File: config.mk
export PLATFORM = sky130hd
export DESIGN_NAME = hub75_rx_flat
export DESIGN_NICKNAME = d
export VERILOG_FILES = /design/src/rtl/hub75_pkg.sv /design/src/rtl/hub75_rx_if.sv /design/src/rtl/hub75_sync_edge.sv /design/src/rtl/hub75_rx.sv /design/src/flat_wrapper.sv
export SDC_FILE = /design/constraint.sdc
export NUM_CORES = 1
export LEC_CHECK = 0
export CAP_MARGIN = 20
export CORE_MARGIN = 4
export CORE_UTILIZATION = 60
export DETAILED_ROUTE_END_ITERATION = 10
export PLACE_DENSITY = 0.88
export REMOVE_ABC_BUFFERS = 1
export SYNTH_ARGS = -nofsm -noshare
export SYNTH_HDL_FRONTEND = slang
export SYNTH_HIERARCHICAL = 1
export SYNTH_SLANG_ARGS = --single-unit
File: constraint.sdc
create_clock -name CLK_I -period 35.5 [get_ports CLK_I]
set_input_delay 7.1 -clock CLK_I [delete_from_list [all_inputs] [get_ports CLK_I]]
set_output_delay 7.1 -clock CLK_I [all_outputs]
set_load 0.05 [all_outputs]
File: src/rtl/hub75_pkg.sv
// hub75_pkg: shared widths, dump state and pixel type for the HUB75 receiver.
package hub75_pkg;
    localparam int RGB_W = 3;
    localparam int ROW_W = 4;
    typedef enum logic {IDLE, DUMP} state_t;
    typedef struct packed {
        logic [RGB_W-1:0] top;
        logic [RGB_W-1:0] bot;
    } pix_t;
endpackage

File: src/rtl/hub75_rx_if.sv
// hub75_rx_if: valid/ready pixel-write port carrying (row, col, top, bot).
interface hub75_rx_if #(parameter int COLS = 32);
    import hub75_pkg::*;
    logic PIX_VALID;
    logic PIX_READY;
    logic [ROW_W-1:0] PIX_ROW;
    logic [$clog2(COLS)-1:0] PIX_COL;
    logic [RGB_W-1:0] PIX_TOP;
    logic [RGB_W-1:0] PIX_BOT;
    modport master (output PIX_VALID, PIX_ROW, PIX_COL, PIX_TOP, PIX_BOT, input PIX_READY);
    modport slave (input PIX_VALID, PIX_ROW, PIX_COL, PIX_TOP, PIX_BOT, output PIX_READY);
endinterface

File: src/rtl/hub75_sync_edge.sv
// hub75_sync_edge: multi-flop synchronizer with a registered rising-edge pulse.
module hub75_sync_edge #(parameter int STAGES = 2) (
    input  logic clk,
    input  logic rst,
    input  logic d,
    output logic rise
);
    logic [STAGES-1:0] s;
    logic prev;
    always_ff @(posedge clk or posedge rst) begin
        if (rst) begin
            s <= '0;
            prev <= 1'b0;
            rise <= 1'b0;
        end else begin
            s <= {s[STAGES-2:0], d};
            prev <= s[STAGES-1];
            rise <= s[STAGES-1] & ~prev;
        end
    end
endmodule

File: src/rtl/hub75_rx.sv
// hub75_rx: HUB75 panel-side receiver; rebuilds shifted lines and dumps them
// as (row, col, rgb) pixel writes on LATCH.
module hub75_rx import hub75_pkg::*; #(
    parameter int COLS = 32,
    parameter int SYNC_STAGES = 2
) (
    input  logic CLK_I,
    input  logic RST_I,
    input  logic R0, G0, B0,
    input  logic R1, G1, B1,
    input  logic RA, RB, RC, RD,
    input  logic P_CLK,
    input  logic P_LATCH,
    input  logic P_OE,
    hub75_rx_if.master pix,
    output logic LINE_ERR,
    output logic OVERRUN,
    output logic OE_ACTIVE
);
    localparam int CW = $clog2(COLS + 2);
    localparam int CL = $clog2(COLS);
    // One stage deeper than the edge synchronizers so data lines up with the registered edge pulses.
    logic [SYNC_STAGES:0][10:0] ds;
    logic clk_rise, lat_rise, oe_s;
    logic [ROW_W-1:0] row_s, row;
    pix_t px;
    pix_t [COLS-1:0] sh, sh_nxt, snap;
    logic [CW-1:0] cnt, cnt_nxt;
    logic [CL-1:0] col;
    logic valid;
    state_t state;
    assign {oe_s, row_s, px} = ds[SYNC_STAGES];
    hub75_sync_edge #(.STAGES(SYNC_STAGES)) u_clk (.clk(CLK_I), .rst(RST_I), .d(P_CLK), .rise(clk_rise));
    hub75_sync_edge #(.STAGES(SYNC_STAGES)) u_lat (.clk(CLK_I), .rst(RST_I), .d(P_LATCH), .rise(lat_rise));
    always_comb begin
        sh_nxt = clk_rise ? {px, sh[COLS-1:1]} : sh;
        cnt_nxt = (clk_rise && cnt != CW'(COLS + 1)) ? cnt + 1'b1 : cnt;
    end
    always_ff @(posedge CLK_I or posedge RST_I) begin
        if (RST_I) begin
            ds <= '0;
            sh <= '0;
            snap <= '0;
            cnt <= '0;
            col <= '0;
            row <= '0;
            valid <= 1'b0;
            state <= IDLE;
            LINE_ERR <= 1'b0;
            OVERRUN <= 1'b0;
            OE_ACTIVE <= 1'b0;
        end else begin
            ds <= {ds[SYNC_STAGES-1:0], {P_OE, RD, RC, RB, RA, R0, G0, B0, R1, G1, B1}};
            sh <= sh_nxt;
            cnt <= cnt_nxt;
            OE_ACTIVE <= ~oe_s;
            LINE_ERR <= 1'b0;
            OVERRUN <= 1'b0;
            if (lat_rise && state == IDLE) begin
                snap <= sh_nxt;
                row <= row_s;
                LINE_ERR <= cnt_nxt != CW'(COLS);
                cnt <= '0;
                col <= '0;
                valid <= 1'b1;
                state <= DUMP;
            end else begin
                OVERRUN <= lat_rise;
                if (valid && pix.PIX_READY) begin
                    col <= col + 1'b1;
                    if (col == CL'(COLS - 1)) begin
                        valid <= 1'b0;
                        state <= IDLE;
                    end
                end
            end
        end
    end
    assign pix.PIX_VALID = valid;
    assign pix.PIX_ROW = row;
    assign pix.PIX_COL = col;
    assign pix.PIX_TOP = snap[col].top;
    assign pix.PIX_BOT = snap[col].bot;
endmodule

File: src/flat_wrapper.sv
// flat-port wrapper written by rule: the top's interface ports become plain ports
module hub75_rx_flat import hub75_pkg::*;
#(
    parameter int COLS = 32,
    parameter int SYNC_STAGES = 2
)
  (CLK_I, RST_I, R0, G0, B0, R1, G1, B1, RA, RB, RC, RD, P_CLK, P_LATCH, P_OE, LINE_ERR, OVERRUN, OE_ACTIVE, pix_PIX_VALID, pix_PIX_ROW, pix_PIX_COL, pix_PIX_TOP, pix_PIX_BOT, pix_PIX_READY);
  hub75_rx_if #(.COLS(COLS)) pix_i ();
  input  logic CLK_I;
  input  logic RST_I;
  input  logic R0;
  input  logic G0;
  input  logic B0;
  input  logic R1;
  input  logic G1;
  input  logic B1;
  input  logic RA;
  input  logic RB;
  input  logic RC;
  input  logic RD;
  input  logic P_CLK;
  input  logic P_LATCH;
  input  logic P_OE;
  output logic LINE_ERR;
  output logic OVERRUN;
  output logic OE_ACTIVE;
  output wire logic [$bits(pix_i.PIX_VALID)-1:0] pix_PIX_VALID;
  output wire logic [$bits(pix_i.PIX_ROW)-1:0] pix_PIX_ROW;
  output wire logic [$bits(pix_i.PIX_COL)-1:0] pix_PIX_COL;
  output wire logic [$bits(pix_i.PIX_TOP)-1:0] pix_PIX_TOP;
  output wire logic [$bits(pix_i.PIX_BOT)-1:0] pix_PIX_BOT;
  input wire logic [$bits(pix_i.PIX_READY)-1:0] pix_PIX_READY;
  assign pix_PIX_VALID = pix_i.PIX_VALID;
  assign pix_PIX_ROW = pix_i.PIX_ROW;
  assign pix_PIX_COL = pix_i.PIX_COL;
  assign pix_PIX_TOP = pix_i.PIX_TOP;
  assign pix_PIX_BOT = pix_i.PIX_BOT;
  assign pix_i.PIX_READY = pix_PIX_READY;
  hub75_rx #(.COLS(COLS), .SYNC_STAGES(SYNC_STAGES)) u_core (.CLK_I(CLK_I), .RST_I(RST_I), .R0(R0), .G0(G0), .B0(B0), .R1(R1), .G1(G1), .B1(B1), .RA(RA), .RB(RB), .RC(RC), .RD(RD), .P_CLK(P_CLK), .P_LATCH(P_LATCH), .P_OE(P_OE), .pix(pix_i), .LINE_ERR(LINE_ERR), .OVERRUN(OVERRUN), .OE_ACTIVE(OE_ACTIVE));
endmodule
==> run_results.csv, run 1 <==
group,metric,value,unit
min_path,hold_path_class,"reg2reg",
placement,place_area,0.0183,sq mm
die,die_h,180,microns
power_and_ir_drop,powerDensity,63.0,mW/mm^2
die,core,0.0289,sq mm
yosys,yosys_warnings,6,
timing,finalSetupViolCount,0,
critical_path,cp_max_fo,34,
yosys,synth_top_area_frac,0.628,
die,start_util,0.612,
clock_tree,hold_buffers,0,
yosys,syn_area,0.0177,sq mm
die,rows,62,
critical_path,crit_path_max_incr_delay,0.71,ns
yosys,yosysTopAreaCell,"dfrtp_1",
critical_path,cp.arrival,3.54,ns
run,cap_violations,0,
critical_path,crit_type,"reg2out",
clock_tree,cts_resized,0,
clock_tree,cts_setup_buffers,0,
route,drt_iter0_drc,930,
power_and_ir_drop,combPwrFrac,0.133,
power_and_ir_drop,p_leak,10.1,nW
clock_tree,clkLatencyLatePin,0.55,ns
finish,antenna_cells,0,
critical_path,critPathRequiredTime,28.40,ns
yosys,synth_flop_cell,"dfrtp_1",
route,drcViolationCount,0,
yosys,synth_edf_count,0,
placement,port-buffer-count,34,
timing,slew_headroom,0.268,
clock_tree,cts.sinks,444,
clock_tree,cts-root-buf,"clkbuf_16",
route,routed_wl,35.0,mm
route,viasPerCell,5.70,
finish,fin_nets,1482,
grt,grt_pass1_vias,11700,
timing,post-route-min-period,10.64,ns
yosys,postSynthCellCount,1453,
grt,grt.overflow.total,0,
grt,grt_pass1_wl,59.7,mm
yosys,synth.avg_cell_area,12.2,sq um
clock_tree,clk_path_buf_depth,3,
yosys,yosysUniqueCellTypes,37,
critical_path,worst-path-buf-inv,2,
route,vias,10700,
clock_tree,cts_buffers,45,
power_and_ir_drop,swShare,0.269,
route,ant_nets,0,
power_and_ir_drop,pwr-share-seq,0.496,
grt,groute.usage.overall,0.221,
timing,maxSlewViolCount,0,
timing,worstMarginPinSlew,1.10,ns
critical_path,setup.worst_path.end_class,"output pin",
power_and_ir_drop,p_clk_frac,0.371,
critical_path,path_cells,"buf_4, mux4_2, mux4_2, nand2_1, nand2_1, clkdlybuf4s50_1",
timing,fmax,93.9,MHz
run_status,outcome,"completed",
yosys,ys_ff_latch,444,
finish,drive_gt1_frac,0.193,
timing,fin_tns_setup,0,ns
grt,grt_antenna_before_repair,0,
power_and_ir_drop,p_int,0.000914,W
critical_path,critical_path.top_delay_family,"buffers and inverters",
finish,area_growth,12.1,%
grt,grt_max_degree,144,
timing,hold_viol,0,
finish,finish.instance_area,0.0198,sq mm
clock_tree,cts.clk_slew.worst_paths,0.06,ns
yosys,yosysSeqAreaShare,0.628,
critical_path,slowest_stage,"clkdlybuf4s50_1",
die,dieArea,0.0323,sq mm
die,pin_count,35,
route,first_pass_iters,5,
timing,rsz0062_at_grt,"false",
placement,dp_hpwl,19.4,mm
die,dieWidth,180,microns
critical_path,startpoint_type,"register",
timing,skew,0.0180,ns
route,avgRoutedWirePerCell,18.6,microns
placement,gp_congestion,0.781,
clock_tree,cts_max_level,2,
power_and_ir_drop,ir_drop,0.0000383,V
clock_tree,tritoncts,"done",
timing,final.period_utilization,0.300,
yosys,synth_area_leaders,"dfrtp_1 (63%), nand2_1 (13%), mux2_2 (8.3%)",
power_and_ir_drop,switchingPower,0.000336,W
yosys,synth-async-reset-ratio,1.00,
==> stage by stage <==
stage               std cells  setup WS, ns  hold slack, ns   util  power, W
finish                   1882         24.86           0.346  0.686   0.00125
global route             1882         24.75           0.352  0.686   0.00130
CTS                      1878         24.65           0.348  0.682   0.00126
detailed placement       1795         24.94           0.335  0.631  0.000788
global placement         1795         25.06           0.332  0.631  0.000775
floorplan                1366         16.25           0.331      -  0.000735
==> synth_stat cells (all sizes together) (2+ instances only) <==
cell and number:
mux2i 2, nand3 3, xnor2 3, nand4 4, nor2 9, nand2b 2, dfrtp 444, a31oi 2
buf 28, a21oi 2, o21ai 3, mux4 60, and2 2, nor2b 3, ha 4, nand2 610
inv 7, a32o 2, clkbuf 59, mux2 193
==> cell type report <==
cell class	instances	area, sq um
flip-flops and latches	444	11100
well taps	384	480
repair buffers	49	526
multi-input cells	915	6200
clock inverters	22	199
clock buffers	61	1280
inverters	7	33.8
fillers	1840	9100
==> registers in the layout, indices dropped and copies added (netlist names), 2 cells and up <==
register            cells
u_core/cnt              6
u_core/ds              33
u_core/pix.PIX_COL      5
u_core/pix.PIX_ROW      4
u_core/sh             192
u_core/snap           192
u_core/u_clk/s          2
u_core/u_lat/s          2
==> placed cells by master, fill, tap and decap left out, types with 2 or more instances in the layout <==
master	n
a21oi_1	2
a31oi_1	2
a32o_1	2
and2_1	2
buf_16	3
buf_4	11
bufinv_16	2
clkbuf_1	7
clkbuf_16	45
clkbuf_8	9
clkdlybuf4s50_1	34
clkinv_2	8
clkinv_4	3
clkinvlp_4	5
dfrtp_1	441
dfrtp_4	2
ha_1	4
inv_1	6
inv_6	4
mux2_1	63
mux2_2	130
mux2i_1	2
mux4_2	60
nand2_1	610
nand3_1	3
nand4_1	4
nor2_1	9
nor2b_4	3
o21ai_1	2
xnor2_1	3
==> layer usage <==
layer  vias to the layer above  GRT usage  wire length [microns]
li1                       4808          -                      -
met1                      5506      0.297                  14700
met2                       318      0.369                  17600
met3                        92     0.0366                   1560
met4                         0     0.0847                   1130
met5                         -          0                      0
==> cells by family (layout without fill, tap and decap cells) <==
logic type / count (synthesis) / count (layout) / share of synthesized area
fa+ha+maj: 4 / 4 / 0.00283
simple gates: 637 / 637 / 0.139
compound gates: 15 / 15 / 0.00587
xor+xnor: 4 / 4 / 0.00198
buf+inv: 94 / 139 / 0.0227
mux: 255 / 255 / 0.200
flops: 444 / 444 / 0.628
==> worst paths after layout <==
path                       depth (start not counted)  slack [ns]           endpoint                  start
setup / recovery                                   6       24.86     pix_PIX_BOT[0]  u_core/pix.PIX_COL[2]
hold / removal                                     0        0.35      u_core/ds[21]          u_core/ds[10]
setup reg to reg                                   5       32.02    u_core/snap[78]      u_core/u_clk/rise
hold reg to reg                                    0        0.35      u_core/ds[21]          u_core/ds[10]
max in group asynchronous                          4       26.35     u_core/sh[136]                  RST_I
min in group asynchronous                          2        6.93  u_core/u_clk/rise                  RST_I
==> worst reg2reg max path, delay by kind of cell, from the launching register on <==
family	cells	cell delay (ns)
muxes	1	0.52
buffers and inverters	2	1.71
DFF	1	0.92
and+or+nand+nor	2	0.20
==> power groups by stage <==
stage	Clock (W)	Combinational, W	Sequential [W]
4_1_cts	0.000473	0.000160	0.000624
3_3_place_gp	0	0.000149	0.000625
3_5_place_dp	0	0.000157	0.000631
5_1_grt	0.000496	0.000180	0.000628
6_report	0.000464	0.000166	0.000621
2_1_floorplan	0	0.000105	0.000630
Note: power is estimated with default switching activity, not from simulation.
==> run 2: changes to the inputs <==
clock period = 10.1 ns   (was 35.5 ns; I/O delays follow)
==> run 2 against run 1 <==
Net effect: non-clock buffer count rose by 1; sequential share of layout area decreased by 0.39 points; setup slack worse by 20 ns; largest power group unchanged.
==> run_results.csv, run 2 (synthesized netlist as in run 1, its figures left out) <==
group,metric,value,unit
die,dieWidth,180,microns
critical_path,path_cells,"buf_4, mux4_2, mux4_2, nand2_1, nand2_1, clkdlybuf4s50_1",
clock_tree,hold_buffers,0,
finish,fin_nets,1483,
critical_path,crit_type,"reg2out",
critical_path,cp_max_fo,31,
route,vias,10700,
timing,post-route-min-period,5.59,ns
timing,finalSetupViolCount,0,
die,start_util,0.612,
grt,grt_pass1_vias,11400,
finish,top_regs,"u_core/sh x192, u_core/snap x192, u_core/ds x33",
clock_tree,cts_max_level,2,
critical_path,cp.arrival,3.57,ns
clock_tree,clkLatencyLatePin,0.54,ns
finish,drive_gt1_frac,0.193,
route,viasPerCell,5.67,
timing,final.period_utilization,0.553,
run,cap_violations,0,
critical_path,path_depth,6,
finish,final_util,0.690,
placement,dp_hpwl,18.6,mm
timing,hold_viol,0,
run_status,outcome,"completed",
critical_path,r2r_cells,5,
die,die_h,180,microns
power_and_ir_drop,p_leak,10.2,nW
critical_path,r2r-end,"u_core/snap[12]",
die,dieArea,0.0323,sq mm
grt,groute.usage.overall,0.213,
timing,maxSlewViolCount,0,
critical_path,reg2reg_setup_slack,7.18,ns
critical_path,critPathRequiredTime,8.08,ns
clock_tree,cts.sinks,444,
power_and_ir_drop,ir_drop,0.000126,V
critical_path,r2r_start,"u_core/pix.PIX_VALID",
placement,gp_congestion,0.794,
clock_tree,cts_setup_buffers,0,
clock_tree,cts_buffers,45,
power_and_ir_drop,powerDensity,226,mW/mm^2
timing,fmax,179,MHz
critical_path,critPathCapture,"pix_PIX_BOT[0]",
timing,hold_ws,0.345,ns
clock_tree,cts_resized,0,
critical_path,critPathLaunch,"u_core/pix.PIX_COL[2]",
grt,grt_antenna_before_repair,0,
critical_path,startpoint_type,"register",
route,avgRoutedWirePerCell,18.1,microns
critical_path,critical_path.top_delay_family,"buffers and inverters",
critical_path,slowest_stage,"dfrtp_2",
timing,skew,0.0117,ns
critical_path,worst-path-buf-inv,2,
finish,antenna_cells,0,
clock_tree,cts-root-buf,"clkbuf_16",
clock_tree,clk_path_buf_depth,3,
route,routed_wl,34.2,mm
critical_path,crit_path_max_incr_delay,0.75,ns
die,core,0.0289,sq mm
grt,grt_max_degree,158,
timing,slew_headroom,0.262,
die,rows,62,
route,first_pass_iters,5,
clock_tree,tritoncts,"done",
critical_path,setup.worst_path.end_class,"output pin",
timing,worstMarginPinSlew,1.11,ns
finish,area_growth,12.9,%
min_path,hold_path_class,"reg2reg",
route,drcViolationCount,0,
die,pin_count,35,
clock_tree,cts.clk_slew.worst_paths,0.06,ns
finish,final_cell_mix,"nand2_1 (610), dfrtp_1 (441), mux2_2 (130), mux2_1 (63), mux4_2 (60)",
timing,rsz0062_at_grt,"false",
route,ant_nets,0,
finish,layout_commonest_cell,"nand2_1",
grt,grt_pass1_wl,57.8,mm
placement,port-buffer-count,34,
route,drt_iter0_drc,929,
grt,grt.overflow.total,0,
run 2: final cells by class:
| cell class | count | area, sq um |
|---|---|---|
| fill | 1802 | 8960 |
| multi-input combinational | 915 | 6200 |
| clock inverter | 19 | 260 |
| timing repair buffer | 50 | 541 |
| inverter | 7 | 33.8 |
| clock buffer | 64 | 1340 |
| tap | 384 | 480 |
| sequential | 444 | 11100 |
run 2: through the flow:
stage / total power [W] / instances / area, sq um / setup slack, ns / setup TNS (ns)
floorplan: 0.00258 / 1366 / 17300 / -4.07 / -1772.38
global placement: 0.00272 / 1796 / 18300 / 4.99 / 0
detailed placement: 0.00276 / 1797 / 18300 / 4.91 / 0
CTS: 0.00454 / 1880 / 19900 / 4.35 / 0
global route: 0.00469 / 1883 / 20000 / 4.40 / 0
finish: 0.00451 / 1883 / 20000 / 4.51 / 0
run 2: power breakdown:
group | switching [W] | internal (W) | leakage, nW
combinational | 0.000302 | 0.000266 | 3.48
clock | 0.000675 | 0.00108 | 0.796
sequential | 0.000189 | 0.00200 | 5.93
run 2: how the worst min path moves through the flow:
stage	end	cells past startpoint	slack, ns	startpoint
5_1_grt	u_core/ds[29]	0	0.35	u_core/ds[18]
2_1_floorplan	u_core/ds[11]	0	0.33	u_core/ds[0]
3_3_place_gp	u_core/ds[18]	0	0.33	u_core/ds[7]
3_5_place_dp	u_core/ds[18]	0	0.33	u_core/ds[7]
4_1_cts	u_core/ds[29]	0	0.34	u_core/ds[18]
6_report	u_core/ds[20]	0	0.34	u_core/ds[9]
run 2: routing by layer:
metal	routed length, microns	GRT usage	vias to the layer above
met3	1420	0.0325	56
li1	-	-	4810
met4	746	0.0600	0
met1	14400	0.287	5538
met2	17600	0.367	279
met5	0	0	-
run 2: worst reg2reg max path, stage by stage (launching register included):
cell	delay [ns]
dfrtp_1	0.56
nor2b_4	0.17
buf_4	0.79
buf_4	0.96
nand2_1	0.25
nand2_1	0.12
==> run 3: changes to the inputs <==
clock period = 5.55 ns   (was 10.1 ns; I/O delays follow)
==> run 3 against run 2 <==
Net effect: first-iteration DRC count grew 9.9%; combinational power grew 83%; largest power group unchanged; final cell count shrank 0.21%; via count grew 3.3%; largest cell class unchanged; hold slack is essentially flat; count of clock-buffer cells in the layout shrank 9; final area shrank 0.50%.
==> run_results.csv, run 3 (synthesized netlist as in run 1, its figures left out) <==
group,metric,value,unit
run_status,outcome,"completed",
timing,rsz0062_at_grt,"false",
critical_path,critPathRequiredTime,4.44,ns
finish,final_cell_mix,"nand2_1 (610), dfrtp_1 (441), mux2_2 (130), mux2_1 (63), mux4_2 (60)",
timing,worstMarginPinSlew,1.07,ns
min_path,hold_path_class,"reg2reg",
clock_tree,cts.sinks,444,
route,first_pass_iters,5,
power_and_ir_drop,p_leak,10.2,nW
critical_path,crit_path_max_incr_delay,0.93,ns
finish,fin_nets,1481,
grt,grt_max_degree,136,
placement,dp_hpwl,19.7,mm
route,ant_nets,0,
critical_path,worst-path-buf-inv,2,
finish,drive_gt1_frac,0.193,
clock_tree,cts_buffers,43,
critical_path,crit_type,"reg2out",
clock_tree,tritoncts,"done",
die,start_util,0.612,
clock_tree,cts.clk_slew.worst_paths,0.06,ns
clock_tree,clk_path_buf_depth,3,
clock_tree,hold_buffers,0,
grt,grt.overflow.total,0,
placement,dp_cells,1799,
grt,groute.usage.overall,0.226,
timing,skew,0.0182,ns
clock_tree,cts_max_level,2,
grt,grt_pass1_vias,11700,
clock_tree,clkLatencyLatePin,0.54,ns
die,die_h,180,microns
power_and_ir_drop,ir_drop,0.000243,V
finish,area_growth,12.3,%
critical_path,setup.worst_path.end_class,"output pin",
route,routed_wl,36.1,mm
run,cap_violations,0,
finish,instances_no_fill,1879,
clock_tree,cts-root-buf,"clkbuf_16",
finish,antenna_cells,0,
critical_path,slowest_stage,"dfrtp_4",
critical_path,startpoint_type,"register",
timing,final.period_utilization,0.865,
grt,grt_antenna_before_repair,0,
route,avgRoutedWirePerCell,19.2,microns
route,vias,11000,
critical_path,cp_max_fo,39,
critical_path,path_cells,"buf_4, mux4_2, mux4_2, nand2_1, nand2_1, clkdlybuf4s50_1",
timing,slew_headroom,0.284,
route,drcViolationCount,0,
die,core,0.0289,sq mm
finish,top_regs,"u_core/sh x192, u_core/snap x192, u_core/ds x33",
route,drt_iter0_drc,1021,
timing,fmax,208,MHz
timing,post-route-min-period,4.80,ns
finish,layout_commonest_cell,"nand2_1",
placement,gp_congestion,0.785,
placement,port-buffer-count,34,
critical_path,critical_path.top_delay_family,"buffers and inverters",
die,dieArea,0.0323,sq mm
die,pin_count,35,
timing,maxSlewViolCount,0,
critical_path,cp.arrival,3.69,ns
die,dieWidth,180,microns
power_and_ir_drop,powerDensity,411,mW/mm^2
clock_tree,cts_resized,0,
grt,grt_pass1_wl,60.6,mm
timing,hold_viol,0,
finish,final_util,0.687,
timing,finalSetupViolCount,0,
power_and_ir_drop,total_power,0.00817,W
route,viasPerCell,5.87,
die,rows,62,
clock_tree,cts_setup_buffers,0,
## run 3: final timing paths
check	from	end	slack, ns	cells after the start
setup reg to reg	u_core/pix.PIX_VALID	u_core/snap[76]	2.73	4
max in group asynchronous	RST_I	u_core/snap[22]	3.17	3
hold reg to reg	u_core/ds[17]	u_core/ds[28]	0.34	0
hold / removal	u_core/ds[17]	u_core/ds[28]	0.34	0
setup / recovery	u_core/pix.PIX_COL[0]	pix_PIX_TOP[0]	0.75	6
min in group asynchronous	RST_I	u_core/u_clk/rise	0.96	2
## run 3: metrics by stage
| stage | setup WS, ns | setup TNS, ns | hold slack [ns] | cell area [sq um] |
|---|---|---|---|---|
| floorplan | -7.71 | -3713.37 | 0.331 | 17300 |
| finish | 0.749 | 0 | 0.345 | 19900 |
| CTS | 0.684 | 0 | 0.349 | 19900 |
| detailed placement | 1.28 | 0 | 0.335 | 18300 |
| global placement | 1.37 | 0 | 0.332 | 18300 |
| global route | 0.585 | 0 | 0.350 | 19900 |
## run 3: area by class of cell
class	instances	area, sq um
flip-flops and latches	444	11100
fillers	1779	9050
multi-input cells	915	6200
clock buffers	55	1220
repair buffers	50	505
well taps	384	480
clock inverters	24	313
inverters	7	33.8
## run 3: power by group
part / internal (W) / switching [W]
logic: 0.000486 / 0.000551
registers: 0.00364 / 0.000363
clock network: 0.00189 / 0.00124
## run 3: routing by layer
metal  routed length [microns]  GRT usage
met5                         0          0
met1                     14600      0.301
met4                      1300     0.0881
met2                     18400      0.381
met3                      1790     0.0352
## run 3: worst register-to-register path, delay by kind of cell (launching register included)
| family | cells | cell delay, ns |
|---|---|---|
| and+or+nand+nor | 3 | 1.35 |
| buffers and inverters | 1 | 0.85 |
| DFF | 1 | 0.56 |
